==> src/rtl/ps2_rx_decoder_if.sv <==
// Receive-side bus of the PS/2 decoder: raw bytes, frame errors and collapsed key events.
interface ps2_rx_decoder_if;
  logic [7:0] rx_data;
  logic       rx_valid;
  logic       rx_err;
  logic [7:0] key_code;
  logic       key_break;
  logic       key_ext;
  logic       key_valid;

  modport master (
    output rx_data, rx_valid, rx_err,
    output key_code, key_break, key_ext, key_valid
  );

  modport slave (
    input rx_data, rx_valid, rx_err,
    input key_code, key_break, key_ext, key_valid
  );
endinterface

==> src/rtl/ps2_rx_decoder.sv <==
// PS/2 keyboard receiver: pin synchronisation, clock deglitch, 11-bit frame
// deserialisation with start/parity/stop checks, frame watchdog, and E0/F0
// prefix collapsing into single key events.
module ps2_rx_decoder #(
  parameter int FILTER_LEN = 8,
  parameter int TIMEOUT    = 100000,
  parameter int TO_WIDTH   = 17
) (
  input  logic clk,
  input  logic reset,
  input  logic ps2_clk,
  input  logic ps2_data,
  ps2_rx_decoder_if.master bus
);

  localparam int FW = $clog2(FILTER_LEN) + 1;

  typedef enum logic [1:0] {S_IDLE, S_DATA, S_PARITY, S_STOP} state_t;

  // Synchronisers and clock filter
  logic          clk_s1_q, clk_s2_q, data_s1_q, data_s2_q;
  logic          filt_clk_q, filt_clk_d;
  logic [FW-1:0] filt_cnt_q, filt_cnt_d;
  logic          fall_tick;

  // Frame receiver
  state_t              state_q, state_d;
  logic [2:0]          bit_cnt_q, bit_cnt_d;
  logic [7:0]          shift_q, shift_d;
  logic                parity_q, parity_d;
  logic [TO_WIDTH-1:0] wd_q, wd_d;
  logic [7:0]          rx_data_q, rx_data_d;
  logic                rx_valid_q, rx_valid_d;
  logic                rx_err_q, rx_err_d;

  // Key event decoder
  logic [7:0] key_code_q, key_code_d;
  logic       key_break_q, key_break_d;
  logic       key_ext_q, key_ext_d;
  logic       key_valid_q, key_valid_d;
  logic       ext_pend_q, ext_pend_d;
  logic       brk_pend_q, brk_pend_d;

  // Two-flop synchronisers for both asynchronous pins (idle-high reset value)
  always_ff @(posedge clk or posedge reset) begin
    if (reset) begin
      clk_s1_q  <= 1'b1;
      clk_s2_q  <= 1'b1;
      data_s1_q <= 1'b1;
      data_s2_q <= 1'b1;
    end else begin
      clk_s1_q  <= ps2_clk;
      clk_s2_q  <= clk_s1_q;
      data_s1_q <= ps2_data;
      data_s2_q <= data_s1_q;
    end
  end

  // Filtered clock flips only after FILTER_LEN consecutive disagreeing samples
  always_comb begin
    filt_clk_d = filt_clk_q;
    filt_cnt_d = filt_cnt_q;
    if (clk_s2_q == filt_clk_q) begin
      filt_cnt_d = '0;
    end else if (filt_cnt_q == FW'(FILTER_LEN - 1)) begin
      filt_clk_d = ~filt_clk_q;
      filt_cnt_d = '0;
    end else begin
      filt_cnt_d = filt_cnt_q + FW'(1);
    end
    fall_tick = filt_clk_q & ~filt_clk_d;
  end

  // Filter state register
  always_ff @(posedge clk or posedge reset) begin
    if (reset) begin
      filt_clk_q <= 1'b1;
      filt_cnt_q <= '0;
    end else begin
      filt_clk_q <= filt_clk_d;
      filt_cnt_q <= filt_cnt_d;
    end
  end

  // Frame FSM next state: advances on fall ticks, watchdog aborts stalled frames
  always_comb begin
    state_d    = state_q;
    bit_cnt_d  = bit_cnt_q;
    shift_d    = shift_q;
    parity_d   = parity_q;
    rx_data_d  = rx_data_q;
    rx_valid_d = 1'b0;
    rx_err_d   = 1'b0;
    if (state_q == S_IDLE || fall_tick) begin
      wd_d = '0;
    end else begin
      wd_d = wd_q + TO_WIDTH'(1);
    end

    if (fall_tick) begin
      case (state_q)
        S_IDLE: begin
          if (!data_s2_q) begin
            state_d   = S_DATA;
            bit_cnt_d = '0;
          end
        end
        S_DATA: begin
          shift_d   = {data_s2_q, shift_q[7:1]};
          bit_cnt_d = bit_cnt_q + 3'd1;
          if (bit_cnt_q == 3'd7) begin
            state_d = S_PARITY;
          end
        end
        S_PARITY: begin
          parity_d = data_s2_q;
          state_d  = S_STOP;
        end
        S_STOP: begin
          if (data_s2_q && (^{shift_q, parity_q})) begin
            rx_data_d  = shift_q;
            rx_valid_d = 1'b1;
          end else begin
            rx_err_d = 1'b1;
          end
          state_d = S_IDLE;
        end
        default: state_d = S_IDLE;
      endcase
    end else if (state_q != S_IDLE && wd_q == TO_WIDTH'(TIMEOUT - 1)) begin
      state_d  = S_IDLE;
      rx_err_d = 1'b1;
      wd_d     = '0;
    end
  end

  // Frame FSM state and receive outputs
  always_ff @(posedge clk or posedge reset) begin
    if (reset) begin
      state_q    <= S_IDLE;
      bit_cnt_q  <= '0;
      shift_q    <= '0;
      parity_q   <= 1'b0;
      wd_q       <= '0;
      rx_data_q  <= '0;
      rx_valid_q <= 1'b0;
      rx_err_q   <= 1'b0;
    end else begin
      state_q    <= state_d;
      bit_cnt_q  <= bit_cnt_d;
      shift_q    <= shift_d;
      parity_q   <= parity_d;
      wd_q       <= wd_d;
      rx_data_q  <= rx_data_d;
      rx_valid_q <= rx_valid_d;
      rx_err_q   <= rx_err_d;
    end
  end

  // Prefix collapsing: E0/F0 arm pending flags, any other byte emits a key event
  always_comb begin
    key_code_d  = key_code_q;
    key_break_d = key_break_q;
    key_ext_d   = key_ext_q;
    key_valid_d = 1'b0;
    ext_pend_d  = ext_pend_q;
    brk_pend_d  = brk_pend_q;
    if (rx_err_q) begin
      ext_pend_d = 1'b0;
      brk_pend_d = 1'b0;
    end else if (rx_valid_q) begin
      case (rx_data_q)
        8'hE0:   ext_pend_d = 1'b1;
        8'hF0:   brk_pend_d = 1'b1;
        default: begin
          key_code_d  = rx_data_q;
          key_break_d = brk_pend_q;
          key_ext_d   = ext_pend_q;
          key_valid_d = 1'b1;
          ext_pend_d  = 1'b0;
          brk_pend_d  = 1'b0;
        end
      endcase
    end
  end

  // Key event registers
  always_ff @(posedge clk or posedge reset) begin
    if (reset) begin
      key_code_q  <= '0;
      key_break_q <= 1'b0;
      key_ext_q   <= 1'b0;
      key_valid_q <= 1'b0;
      ext_pend_q  <= 1'b0;
      brk_pend_q  <= 1'b0;
    end else begin
      key_code_q  <= key_code_d;
      key_break_q <= key_break_d;
      key_ext_q   <= key_ext_d;
      key_valid_q <= key_valid_d;
      ext_pend_q  <= ext_pend_d;
      brk_pend_q  <= brk_pend_d;
    end
  end

  assign bus.rx_data   = rx_data_q;
  assign bus.rx_valid  = rx_valid_q;
  assign bus.rx_err    = rx_err_q;
  assign bus.key_code  = key_code_q;
  assign bus.key_break = key_break_q;
  assign bus.key_ext   = key_ext_q;
  assign bus.key_valid = key_valid_q;

endmodule

==> src/flat_wrapper.sv <==
// flat-port wrapper written by rule: the top's interface ports become plain ports
module ps2_rx_decoder_flat 
#(
  parameter int FILTER_LEN = 8,
  parameter int TIMEOUT    = 100000,
  parameter int TO_WIDTH   = 17
)
  (clk, reset, ps2_clk, ps2_data, bus_rx_data, bus_rx_valid, bus_rx_err, bus_key_code, bus_key_break, bus_key_ext, bus_key_valid);
  ps2_rx_decoder_if bus_i ();
  input  logic clk;
  input  logic reset;
  input  logic ps2_clk;
  input  logic ps2_data;
  output wire logic [$bits(bus_i.rx_data)-1:0] bus_rx_data;
  output wire logic [$bits(bus_i.rx_valid)-1:0] bus_rx_valid;
  output wire logic [$bits(bus_i.rx_err)-1:0] bus_rx_err;
  output wire logic [$bits(bus_i.key_code)-1:0] bus_key_code;
  output wire logic [$bits(bus_i.key_break)-1:0] bus_key_break;
  output wire logic [$bits(bus_i.key_ext)-1:0] bus_key_ext;
  output wire logic [$bits(bus_i.key_valid)-1:0] bus_key_valid;
  assign bus_rx_data = bus_i.rx_data;
  assign bus_rx_valid = bus_i.rx_valid;
  assign bus_rx_err = bus_i.rx_err;
  assign bus_key_code = bus_i.key_code;
  assign bus_key_break = bus_i.key_break;
  assign bus_key_ext = bus_i.key_ext;
  assign bus_key_valid = bus_i.key_valid;
  ps2_rx_decoder #(.FILTER_LEN(FILTER_LEN), .TIMEOUT(TIMEOUT), .TO_WIDTH(TO_WIDTH)) u_core (.clk(clk), .reset(reset), .ps2_clk(ps2_clk), .ps2_data(ps2_data), .bus(bus_i));
endmodule
==> config.mk <==
export PLATFORM = sky130hd
export DESIGN_NAME = ps2_rx_decoder_flat
export DESIGN_NICKNAME = d
export VERILOG_FILES = /design/src/rtl/ps2_rx_decoder_if.sv /design/src/rtl/ps2_rx_decoder.sv /design/src/flat_wrapper.sv
export SDC_FILE = /design/constraint.sdc
export NUM_CORES = 1
export LEC_CHECK = 0
export CORE_ASPECT_RATIO = 0.8
export CORE_MARGIN = 2
export CORE_UTILIZATION = 50
export CTS_BUF_LIST = sky130_fd_sc_hd__clkbuf_16
export DETAILED_ROUTE_END_ITERATION = 16
export MAX_ROUTING_LAYER = met4
export PLACE_DENSITY = 0.76
export SYNTH_ARGS = -nofsm -noshare
export SYNTH_HDL_FRONTEND = slang
export SYNTH_SLANG_ARGS = --single-unit
export TNS_END_PERCENT = 5
==> constraint.sdc <==
create_clock -name clk -period 2.7 [get_ports clk]
set_input_delay 0.405 -clock clk [delete_from_list [all_inputs] [get_ports clk]]
set_output_delay 0.405 -clock clk [all_outputs]
set_load 0.02 [all_outputs]
==> impl_metrics.json, run 1 <==
{
  "run_status": "finished, final reports clean",
  "netlist_instances": 231,
  "synth-async-reset-ratio": 1.00,
  "rsz0062_at_grt": "no",
  "powerDensity_mw_per_mm2": 666,
  "post-synth-top-count-cell": "sky130_fd_sc_hd__dfrtp_1",
  "setup.worst_path.class": "flop to flop",
  "detail_route.vias_per_cell": 5.19,
  "max_freq_ghz": 0.475,
  "slew_headroom": 0.681,
  "crit_path_frequent_cell": "sky130_fd_sc_hd__and3b_1",
  "syn-cell-area_mm2": 0.00280,
  "synthesis.area_per_instance_um2": 12.1,
  "cts_root_buf": "sky130_fd_sc_hd__clkbuf_16",
  "cp_top_family": "simple AND/OR/NAND/NOR gates",
  "ant_nets": 0,
  "synth-seq-cells": 63,
  "critical_path.endpoint_type": "flop",
  "clk-insertion-delay-late_ps": 330,
  "final_nets": 274,
  "post-synth-top-area-fraction": 0.518,
  "finalCriticalPeriod_ps": 2100,
  "die_width_um": 87.7,
  "synth.cells.most_frequent": "58 x sky130_fd_sc_hd__dfrtp_1, 28 x sky130_fd_sc_hd__mux2_2, 27 x sky130_fd_sc_hd__nor2_1",
  "p_leak_nw": 1.57,
  "overflow": 0,
  "global_route_wire_length_before_repair_um": 8070,
  "critical_path_data_required_time_ps": 2910,
  "synth_top_cell_by_area": "sky130_fd_sc_hd__dfrtp_1",
  "placer_s_final_routability_congestion_estimate": 0.771,
  "die_h_um": 71.0,
  "grt_start_max_net_pins": 64,
  "max-vdd-ir-drop_mv": 0.458,
  "path_cells": "ha_1 > and3b_1 > and3b_1 > nand2_1 > mux2_2",
  "syn_to_final_growth_pct": 23.4,
  "tritoncts_clock_tree": "built",
  "dp_hpwl_um": 3160,
  "final_design_area_no_fill_mm2": 0.00346,
  "layout-drive-gt1-share": 0.213,
  "grt_antenna_before_repair": 0,
  "finalSetupTns_ps": 0,
  "cts_inserted_buffers": 9,
  "cts.clk_slew.worst_paths_ps": 50,
  "post_cts_resized": 0,
  "max_slew.worst_pin.slew_ps": 473,
  "fp.coreArea_mm2": 0.00544,
  "residual_drc_count": 0,
  "routedWlPerCell_um": 13.7,
  "post_cts_buffers": 0,
  "timing_hold_violations_final": 0,
  "cp.buffers_inverters": 0,
  "post_synth_edffs": 0,
  "maxCapViolations": 0,
  "placement.io_buffers": 24,
  "fp-row-count": 24,
  "syn-num-nets": 243,
  "cts.htree.levels": 3,
  "drt_first_pass_iters": 4,
  "synth_cell_type_count": 37,
  "ctsHoldBuffers": 0,
  "finalWirelength_um": 4720,
  "finalHoldWorstSlack_ps": 356,
  "synthesis.yosys.warnings": 0,
  "timing.critical_path.from_type": "flop",
  "finalCoreUtilization": 0.637,
  "dpl-instance-area_mm2": 0.00314,
  "sink_count": 63,
  "worstSetupPathDepth": 5,
  "slew_viol_final": 0,
  "number_of_top_level_design_ports": 25,
  "first_global_vias": 1692,
  "total_die_area_mm2": 0.00622,
  "worst_r2r_path_depth": 5,
  "critical-path-max-stage-delay_ps": 460,
  "ys_seq_area_frac": 0.565,
  "top_post_synthesis_cells_by_area": "sky130_fd_sc_hd__dfrtp_1 52%, sky130_fd_sc_hd__mux2_2 11%, sky130_fd_sc_hd__dfstp_2 4.7%, sky130_fd_sc_hd__xnor2_1 3.8%, sky130_fd_sc_hd__nor2_1 3.6%",
  "worst_path_max_delay_cell": "sky130_fd_sc_hd__and3b_1",
  "hold_path_depth": 0,
  "yosys_most_used_dff": "sky130_fd_sc_hd__dfrtp_1",
  "floorplan.initialDensity": 0.516,
  "fillers": 424,
  "max-clock-path-buffers": 2,
  "finClkSkew_ps": 4.95,
  "min_path_type": "flop to flop",
  "cp.arrival_ps": 2310,
  "timing.final.crit_share": 0.779,
  "timing.final.setup_violations": 0,
  "drt-initial-drc-count": 60,
  "globalRouteTotalUtil": 0.179,
  "n_antenna_cell": 0,
  "vias": 1789,
  "worst-path-max-fanout": 11
}
power breakdown:
part / leakage, nW / switching (mW) / internal (mW)
Combinational: 0.559 / 0.0448 / 0.0375
Clock: 0.152 / 0.413 / 0.808
Sequential: 0.861 / 0.0227 / 0.980
cell families after synthesis:
logic type | after synthesis | share of synthesized area
compound gates | 19 | 0.0429
xor+xnor | 24 | 0.0826
buf+inv | 14 | 0.0219
fa+ha+maj | 8 | 0.0357
mux | 28 | 0.112
flops | 63 | 0.565
simple gates | 75 | 0.140
layout by cell type (no fill, tap or decap), types with 4 or more instances in the layout:
cell type and n:
sky130_fd_sc_hd__nor2_1 27, sky130_fd_sc_hd__inv_1 7, sky130_fd_sc_hd__dfstp_2 5, sky130_fd_sc_hd__nand2_1 12, sky130_fd_sc_hd__nor3_1 4, sky130_fd_sc_hd__nand3_1 8
sky130_fd_sc_hd__a21oi_1 5, sky130_fd_sc_hd__ha_1 8, sky130_fd_sc_hd__o21ai_0 4, sky130_fd_sc_hd__clkdlybuf4s50_1 24, sky130_fd_sc_hd__xor2_1 10, sky130_fd_sc_hd__xnor2_1 12
sky130_fd_sc_hd__nand4_1 5, sky130_fd_sc_hd__nor2b_1 4, sky130_fd_sc_hd__clkbuf_16 9, sky130_fd_sc_hd__dfrtp_1 58, sky130_fd_sc_hd__mux2_2 28
layout make-up:
class / instances / area, µm² / area share
flip-flops and latches: 63 / 1580 / 0.458
multi-input cells: 154 / 1160 / 0.335
repair buffers: 26 / 268 / 0.0774
clock buffers: 9 / 225 / 0.0651
clock inverters: 7 / 97.6 / 0.0282
well taps: 78 / 97.6 / 0.0282
inverters: 8 / 30.0 / 0.00868
through the flow:
step                worst slack, ps  std cells  power, mW
floorplan                       734        231       1.08
global placement                713        329       1.10
detailed placement              626        329       1.10
CTS                             606        345       2.33
global route                    433        345       2.39
finish                          596        345       2.31
per-layer routing:
layer  share of wire  wire [µm]  track usage  vias up
li1                -          -            -      864
met1            0.47       2220        0.224      872
met2            0.46       2190        0.258       42
met3           0.047        223       0.0653       11
met4           0.019         91       0.0872        0
met5               0          0            -        -
worst paths after layout:
path / from / end / slack [ps]
max reg2reg: u_core.filt_cnt_q[0] / u_core.shift_q[5] / 600
max: u_core.filt_cnt_q[0] / u_core.shift_q[5] / 600
min in group asynchronous: reset / u_core.bus.key_code[4] / 460
min reg2reg: u_core.clk_s1_q / u_core.clk_s2_q / 360
min: u_core.clk_s1_q / u_core.clk_s2_q / 360
max in group asynchronous: reset / u_core.clk_s2_q / 1930
registers in the layout, indices dropped and copies added, names as in the netlist, 2 cells and up:
signal / count
u_core.filt_cnt_q: 4
u_core.bit_cnt_q: 3
u_core.shift_q: 8
u_core.wd_q: 17
u_core.state_q: 2
u_core.bus.key_code: 8
u_core.bus.rx_data: 8
(Power assumes the default switching activity.)
==> run 2, diff against run 1 <==
--- a/config.mk
+++ b/config.mk
@@ -11,7 +11,7 @@
 export CTS_BUF_LIST = sky130_fd_sc_hd__clkbuf_16
 export DETAILED_ROUTE_END_ITERATION = 16
 export MAX_ROUTING_LAYER = met4
-export PLACE_DENSITY = 0.76
+export PLACE_DENSITY = 0.78
 export SYNTH_ARGS = -nofsm -noshare
 export SYNTH_HDL_FRONTEND = slang
 export SYNTH_SLANG_ARGS = --single-unit
==> constraint.sdc (replaced) <==
create_clock -name clk -period 1.8 [get_ports clk]
set_input_delay 0.27 -clock clk [delete_from_list [all_inputs] [get_ports clk]]
set_output_delay 0.27 -clock clk [all_outputs]
set_load 0.02 [all_outputs]
==> run 2 against run 1 <==
Combinational power rose by 91%. The flow now finishes with violations (negative setup slack). Register-to-register slack worse by 730 ps. Count of clock-buffer cells in the layout unchanged. Sequential share of layout area shrank 4.0 points. Non-clock buffer count grew 30.
==> impl_metrics.json, run 2 (synthesis gave the netlist of run 1 again) <==
{
  "max-vdd-ir-drop_mv": 0.765,
  "worst_path_max_delay_cell": "sky130_fd_sc_hd__xnor3_1",
  "cts_root_buf": "sky130_fd_sc_hd__clkbuf_16",
  "placement.io_buffers": 24,
  "maxCapViolations": 0,
  "cp.buffers_inverters": 1,
  "finalCoreUtilization": 0.697,
  "violations": "negative setup slack",
  "powerDensity_mw_per_mm2": 911,
  "run_status": "finished, violations left",
  "cp_top_family": "XOR/XNOR gates",
  "report.power.total_mw": 3.45,
  "max_flop_register": "u_core.wd_q",
  "final_nets": 305,
  "overflow": 0,
  "finalCriticalPeriod_ps": 1930,
  "timing_hold_violations_final": 0,
  "syn_to_final_growth_pct": 35.2,
  "residual_drc_count": 0,
  "drt_first_pass_iters": 4,
  "slew_viol_final": 0,
  "mostFrequentLayoutCells": "58 x sky130_fd_sc_hd__dfrtp_1, 30 x sky130_fd_sc_hd__buf_4, 27 x sky130_fd_sc_hd__mux2_2",
  "sink_count": 63,
  "n_antenna_cell": 0,
  "detail_route.vias_per_cell": 5.15,
  "slew_headroom": 0.711,
  "finalWirelength_um": 5250,
  "critical_path.endpoint_type": "flop",
  "ant_nets": 0,
  "timing.critical_path.from_type": "flop",
  "first_global_vias": 1980,
  "fp.coreArea_mm2": 0.00544,
  "clk-insertion-delay-late_ps": 320,
  "multi_input_logic_area_mm2": 0.00126,
  "dp_hpwl_um": 3500,
  "min_path_type": "input pin to async pin",
  "cts.htree.levels": 3,
  "die_h_um": 71.0,
  "rsz0062_at_grt": "yes",
  "ctsHoldBuffers": 0,
  "global_route_wire_length_before_repair_um": 9160,
  "grt_start_max_net_pins": 26,
  "layout-drive-gt1-share": 0.329,
  "tritoncts_clock_tree": "built",
  "max_slew.worst_pin.slew_ps": 428,
  "grt_antenna_before_repair": 0,
  "timing.final.crit_share": 1.07,
  "fp-row-count": 24,
  "cp.arrival_ps": 2140,
  "largest_register_ff_count": 17,
  "path_cells": "xnor2_1 > xnor3_1 > xnor2_2 > buf_4 > nand4_4 > mux2_2",
  "worst-path-max-fanout": 5,
  "register_cell_area_after_layout_mm2": 0.00158,
  "finClkSkew_ps": 5.94,
  "vias": 1938,
  "globalRouteTotalUtil": 0.199,
  "cts_inserted_buffers": 9,
  "floorplan.initialDensity": 0.516,
  "fillers": 405,
  "timing.final.setup_violations": 8,
  "critical-path-max-stage-delay_ps": 440,
  "drt-initial-drc-count": 80,
  "max_freq_ghz": 0.517,
  "die_width_um": 87.7,
  "setup.worst_path.class": "flop to flop",
  "critical_path_data_required_time_ps": 2010,
  "placer_s_final_routability_congestion_estimate": 0.797,
  "routedWlPerCell_um": 14.0,
  "max-clock-path-buffers": 2,
  "number_of_top_level_design_ports": 25,
  "most_frequent_standard_cell_in_the_layout_excluding_fill_and_tap_cells": "sky130_fd_sc_hd__dfrtp_1",
  "p_leak_nw": 1.75,
  "total_die_area_mm2": 0.00622,
  "cts.clk_slew.worst_paths_ps": 50,
  "finalWorstSetupSlack_ps": -134
}
run 2: final timing paths:
kind / startpoint / to / slack, ps / cells past startpoint
worst max-delay path: u_core.shift_q[6] / u_core.bus.rx_data[1] / -130 / 6
worst min-delay path: reset / u_core.bus.key_ext / 290 / 2
worst max register to register: u_core.shift_q[6] / u_core.bus.rx_data[1] / -130 / 6
worst min register to register: u_core.data_s1_q / u_core.data_s2_q / 350 / 0
max in group asynchronous: reset / u_core.filt_clk_q / 1000 / 3
min in group clk: ps2_data / u_core.data_s1_q / 350 / 1
run 2: where the power goes:
part / total (mW) / switching (mW) / internal (mW)
clock network: 1.79 / 0.591 / 1.20
registers: 1.51 / 0.0356 / 1.47
logic: 0.157 / 0.0778 / 0.0795
run 2: what timing repair did:
| item | CTS | global route |
|---|---|---|
| resized for setup | 4 | 13 |
| endpoints found under the setup margin | 24 | 39 |
| cloned | 1 | 0 |
| pin swaps | 4 | 3 |
| buffers inserted | 3 | 0 |
| endpoints found under the hold margin | 0 | 0 |
run 2: area by class of cell:
class	instances	share of cell area
Clock buffer	9	0.0594
Clock inverter	7	0.0234
Inverter	8	0.00891
Multi-Input combinational cell	155	0.331
Sequential cell	63	0.418
Tap cell	78	0.0258
Timing Repair Buffer	56	0.133
run 2: stage by stage:
stage | setup slack, ps | area (µm²) | hold slack (ps) | std cells | TNS, ps
floorplan | -30.2 | 2810 | 274 | 231 | -241
detailed placement | -132 | 3360 | 347 | 356 | -2730
global placement | -113 | 3360 | 346 | 356 | -891
global route | -224 | 3790 | 310 | 376 | -1520
finish | -134 | 3790 | 287 | 376 | -761
CTS | -127 | 3730 | 292 | 376 | -696
run 2: per-layer routing:
layer	GRT usage	up-vias	share of wire
met5	-	-	0
met1	0.260	966	0.47
li1	-	927	-
met3	0.0747	8	0.042
met4	0.0581	0	0.013
met2	0.292	37	0.47
